## config.mk

```make
export PLATFORM = sky130hd
export DESIGN_NAME = sfp_accum
export DESIGN_NICKNAME = d
export VERILOG_FILES = /design/src/rtl/sfp_accum.sv
export SDC_FILE = /design/constraint.sdc
export NUM_CORES = 1
export LEC_CHECK = 0
export BUFFER_PORTS_ARGS = -buffer_cell sky130_fd_sc_hd__buf_2
export CAP_MARGIN = 20
export CELL_PAD_IN_SITES_DETAIL_PLACEMENT = 1
export CELL_PAD_IN_SITES_GLOBAL_PLACEMENT = 1
export CORE_MARGIN = 5
export CORE_UTILIZATION = 30
export DETAILED_ROUTE_END_ITERATION = 10
export PLACE_DENSITY = 0.63
export SETUP_SLACK_MARGIN = 0.2
export SYNTH_ARGS = -nofsm -noshare
export SYNTH_HDL_FRONTEND = slang
export SYNTH_SLANG_ARGS = --single-unit
```

## constraint.sdc

```tcl
create_clock -name clk -period 4.6 [get_ports clk]
set_input_delay 0.46 -clock clk [delete_from_list [all_inputs] [get_ports clk]]
set_output_delay 0.46 -clock clk [all_outputs]
set_load 0.005 [all_outputs]
```

## src/rtl/sfp_accum.sv

```systemverilog
// Special-function-processor accumulator: pops result rows from the OFIFO,
// adds the matching partial-sum row read from psum SRAM (or zero on a first
// pass), saturates each lane, optionally applies ReLU, and writes the row back.
//
// Ports
//   clk, reset         single clock; asynchronous active-low reset
//   start              launch pulse, sampled only in IDLE together with
//                      first_pass, relu_en, base_addr, num_rows
//   ofifo_valid/out    OFIFO head row; ofifo_rd pops it on this edge
//   pmem_cen/wen/a/d   psum SRAM strobes (active-low), address, write data
//   pmem_q             psum SRAM read data, valid the cycle after a read edge
//   sfp_out/sfp_valid  last result row and its one-cycle update pulse
//   busy, done         high outside IDLE; one-cycle pass-complete pulse
module sfp_accum #(
  parameter int unsigned col     = 8,
  parameter int unsigned psum_bw = 16,
  parameter int unsigned addr_w  = 11
) (
  input  logic                     clk,
  input  logic                     reset,
  input  logic                     start,
  input  logic                     first_pass,
  input  logic                     relu_en,
  input  logic [addr_w-1:0]        base_addr,
  input  logic [addr_w-1:0]        num_rows,
  input  logic                     ofifo_valid,
  input  logic [col*psum_bw-1:0]   ofifo_out,
  output logic                     ofifo_rd,
  output logic                     pmem_cen,
  output logic                     pmem_wen,
  output logic [addr_w-1:0]        pmem_a,
  output logic [col*psum_bw-1:0]   pmem_d,
  input  logic [col*psum_bw-1:0]   pmem_q,
  output logic [col*psum_bw-1:0]   sfp_out,
  output logic                     sfp_valid,
  output logic                     busy,
  output logic                     done
);

  localparam int unsigned ROW_W = col * psum_bw;

  typedef enum logic [2:0] {
    S_IDLE  = 3'd0,
    S_WAITF = 3'd1,
    S_ACC   = 3'd2,
    S_WR    = 3'd3,
    S_DONE  = 3'd4
  } state_t;

  state_t            state_q;
  state_t            state_d;

  logic              first_pass_q;
  logic              relu_q;
  logic [addr_w-1:0] base_q;
  logic [addr_w-1:0] nrows_q;
  logic [addr_w-1:0] row_q;
  logic [addr_w-1:0] row_inc;
  logic [addr_w-1:0] row_addr;
  logic [ROW_W-1:0]  fifo_q;
  logic [ROW_W-1:0]  result_q;
  logic [ROW_W-1:0]  acc_row;
  logic [psum_bw-1:0] addend;

  // Signed lane add with clamp to the psum range, then optional ReLU.
  function automatic logic [psum_bw-1:0] sat_lane(
    input logic [psum_bw-1:0] a,
    input logic [psum_bw-1:0] b,
    input logic               relu
  );
    logic [psum_bw:0]   s;
    logic [psum_bw-1:0] r;
    s = {a[psum_bw-1], a} + {b[psum_bw-1], b};
    if (s[psum_bw] != s[psum_bw-1]) begin
      r = s[psum_bw] ? {1'b1, {(psum_bw-1){1'b0}}} : {1'b0, {(psum_bw-1){1'b1}}};
    end else begin
      r = s[psum_bw-1:0];
    end
    if (relu && r[psum_bw-1]) begin
      r = '0;
    end
    return r;
  endfunction

  // Address arithmetic wraps naturally at 2^addr_w.
  assign row_addr = base_q + row_q;
  assign row_inc  = row_q + addr_w'(1);

  // Per-lane accumulate of the captured FIFO row with the SRAM read data.
  always_comb begin
    acc_row = '0;
    addend  = '0;
    for (int i = 0; i < int'(col); i++) begin
      addend = first_pass_q ? '0 : pmem_q[i*psum_bw +: psum_bw];
      acc_row[i*psum_bw +: psum_bw] = sat_lane(fifo_q[i*psum_bw +: psum_bw], addend, relu_q);
    end
  end

  // Next state and SRAM/FIFO strobes; strobes must follow ofifo_valid within
  // the same cycle so a pop is never issued against an empty FIFO.
  always_comb begin
    state_d  = state_q;
    ofifo_rd = 1'b0;
    pmem_cen = 1'b1;
    pmem_wen = 1'b1;
    pmem_a   = '0;
    pmem_d   = '0;
    case (state_q)
      S_IDLE: begin
        if (start) begin
          state_d = (num_rows == '0) ? S_DONE : S_WAITF;
        end
      end
      S_WAITF: begin
        if (ofifo_valid) begin
          ofifo_rd = 1'b1;
          pmem_cen = first_pass_q;
          pmem_a   = row_addr;
          state_d  = S_ACC;
        end
      end
      S_ACC: begin
        state_d = S_WR;
      end
      S_WR: begin
        pmem_cen = 1'b0;
        pmem_wen = 1'b0;
        pmem_a   = row_addr;
        pmem_d   = result_q;
        state_d  = (row_inc == nrows_q) ? S_DONE : S_WAITF;
      end
      S_DONE: begin
        state_d = S_IDLE;
      end
      default: begin
        state_d = S_IDLE;
      end
    endcase
  end

  // State register, latched config and datapath registers.
  always_ff @(posedge clk or negedge reset) begin
    if (!reset) begin
      state_q      <= S_IDLE;
      first_pass_q <= 1'b0;
      relu_q       <= 1'b0;
      base_q       <= '0;
      nrows_q      <= '0;
      row_q        <= '0;
      fifo_q       <= '0;
      result_q     <= '0;
      sfp_out      <= '0;
      sfp_valid    <= 1'b0;
      busy         <= 1'b0;
      done         <= 1'b0;
    end else begin
      state_q   <= state_d;
      sfp_valid <= 1'b0;
      busy      <= (state_d != S_IDLE);
      done      <= (state_d == S_DONE);
      case (state_q)
        S_IDLE: begin
          if (start) begin
            first_pass_q <= first_pass;
            relu_q       <= relu_en;
            base_q       <= base_addr;
            nrows_q      <= num_rows;
            row_q        <= '0;
          end
        end
        S_WAITF: begin
          if (ofifo_valid) begin
            fifo_q <= ofifo_out;
          end
        end
        S_ACC: begin
          result_q <= acc_row;
        end
        S_WR: begin
          row_q     <= row_inc;
          sfp_out   <= result_q;
          sfp_valid <= 1'b1;
        end
        default: begin
        end
      endcase
    end
  end

endmodule

```

==> out/results.tsv <==
metric	value	unit
Slew HR	34.6	%
Overflow after GRT	0	
max layer used	met5	
Syn Area/Cell	9.72	um^2
Critical Path RT	5.07	ns
XOR/XNOR share of the synthesized area	4.41	%
commonest non-fill, non-tap cells in the layout	555 x buf_2, 423 x dfrtp_1, 216 x o21ai_0, 212 x nor2_1, 175 x a21oi_1	
Total GRT Usage	18.9	%
first-pass GRT wire length	135	mm
DR DRC count	0	
routed len/inst	20.6	um
detailed placement HPWL	64.7	mm
syn nets	3009	
RSZ-0062 raised after global routing	no	
Crit. End Element	register	
Pre-antenna DRT Iters	4	
Sink Count	425	
antenna violations before repair	16	
WL met1	38.0	mm
leakage	15.0	nW
Max Cap Viol	0	
Mapped Area	0.0250	mm^2
total CTS buffers	54	
maximum vdd ir drop	0.324	mV
min cycle time layout	4.07	ns
largest net degree at the start of global routing	144	
area grow syn2layout	23.4	%
Routed WL	86.9	mm
Clock Tree Buf Depth	3	
GPL Wtd Cong	0.822	
standard-cell rows	106	
Hold Violations, Final	0	
Worst-path clk slew	0.06	ns
vias per cell	5.09	
skew final	0.0199	ns
Post-synth EDFFs	0	
Clock Latency Late Sink	0.60	ns
Root Buffer	clkbuf_16	
Total Neg Setup Slack	0	ns
Power Density	837	mW/mm^2
via count	21498	
WL met2	42.3	mm
IO Pins	557	
mux share of post-synthesis cell area	6.82	%
asr flop ratio synth	100	%
Power, Total	0.0259	W
outcome	completed	
Starting Density	30.1	%
CTS tree	yes	
final setup vio count	0	
layout cell share with drive strength beyond 1	27.7	%
main combinational cell family by area after synthesis	compound AO/OA/AOI/OAI gates	
ANT nets after route	0	
achievable clock frequency	246	MHz
Max H-tree Level	2	
die area	0.0894	mm^2
maximum fanout along the worst path	32	
Fillers	9693	
Yosys cell types	76	
Primary FF master, synth	dfrtp_1	
data arrival time of the critical path	4.54	ns
#FFs+latches synth	425	
vias in the first global route	22867	
pin slew with the least headroom to its limit	0.974	ns
Synth Area in Simple Gates	16.0	%
worst hold path type	in2reg	
most common cell after layout, fill and taps aside	buf_2	
initial DRC count	900	
fraction of the cycle the final worst path needs	88.5	%
IO Port Bufs	556	
Post-Synthesis Cells	2577	
core area	0.0832	mm^2
fin nets	3526	
Synth Area in Adders	7.66	%
final slew viol count	0	
Ys Warns	0	
Hold WS	0.0895	ns
Worst Setup Start Kind	register	
die height	299	um
Horiz. Die Dim	299	um
kind of critical path	reg2reg	
sequential share of the synthesized area	42.5	%
met3 WL	4.89	mm
Synth Area in Compound Gates	20.1	%
[registers in the layout (all words and copies together), names as in the netlist, 3 cells and up]
| signal | count |
|---|---|
| fifo_q | 128 |
| result_q | 128 |
| sfp_out | 128 |
| base_q | 11 |
| nrows_q | 11 |
| row_q | 11 |
| state_q | 3 |
[timing repair]
action,CTS,global route
resized for setup,0,0
endpoints found under the hold margin,89,0
hold buffers,1,0
buffers inserted,0,0
[layer usage]
| metal | vias up | GRT usage [%] |
|---|---|---|
| met5 | - | 0 |
| met4 | 12 | 3.99 |
| met3 | 100 | 4.50 |
| met2 | 443 | 32.8 |
| met1 | 10714 | 24.0 |
| li1 | 10229 | - |
[through the flow]
step                instance area, um^2  std cells  util, %  setup WS, ns
finish                            30900       4224     37.2         0.530
global placement                  29100       4113     35.0         0.537
CTS                               30900       4214     37.1         0.447
detailed placement                29100       4113     35.0         0.478
global route                      30900       4221     37.2         0.260
floorplan                         25000       2577        -         0.769
[final timing paths]
path / startpoint / endpoint / slack (ns) / depth (start not counted)
worst max-delay path: first_pass_q / result_q[62] / 0.53 / 11
worst min-delay path: ofifo_out[41] / fifo_q[41] / 0.09 / 2
worst max register to register: first_pass_q / result_q[62] / 0.53 / 11
worst min register to register: sfp_out[66] / sfp_out[66] / 0.47 / 1
max in group asynchronous: reset / result_q[49] / 2.93 / 3
min in group asynchronous: reset / fifo_q[110] / 0.52 / 2
[cell type report]
type	instances	area [um^2]	share of cell area (%)
Antenna cell	6	15.0	0.0486
Clock buffer	75	1540	4.99
Clock inverter	25	233	0.753
Inverter	37	141	0.458
Multi-Input combinational cell	1982	13800	44.6
Sequential cell	425	10600	34.4
Tap cell	1080	1350	4.37
Timing Repair Buffer	594	3190	10.3
[cell families (layout without fill, tap and decap cells)]
logic type / count (synthesis) / count (layout)
compound gates: 783 / 783
xor+xnor: 126 / 126
fa+ha+maj: 148 / 148
buf+inv: 170 / 731
flops: 425 / 425
mux: 152 / 152
other cells: 0 / 6
simple gates: 773 / 773
[Yosys cell counts (66+ instances only)]
cell type | n | area share (%)
nor2_1 | 213 | 3.2
dfrtp_1 | 425 | 42
nor2b_1 | 144 | 3.6
ha_1 | 139 | 6.9
clkbuf_1 | 131 | 2.0
and2_1 | 136 | 3.4
nand2_1 | 100 | 1.5
xnor2_1 | 66 | 2.3
o21ai_0 | 216 | 4.3
mux2_2 | 149 | 6.7
a21oi_1 | 175 | 3.5
a21o_1 | 169 | 5.1
[where the power goes]
group          internal, W  leakage [nW]  switching [W]
clock              0.00251         0.871        0.00176
combinational      0.00633          9.09        0.00849
sequential         0.00559          5.02        0.00120
total               0.0144          15.0         0.0115
[worst max-delay path, stage by stage (launching register included)]
cell and delay [ns]:
dfrtp_4 0.79, buf_4 0.30, nor2b_1 0.09, fa_1 0.42, a211oi_1 0.26, nor2_1 0.11, o21a_1 0.25, a211o_1 0.32
a41o_4 0.33, or4_4 0.54, and2_4 0.18, a221o_1 0.32
Note: power is estimated with default switching activity, not from simulation.
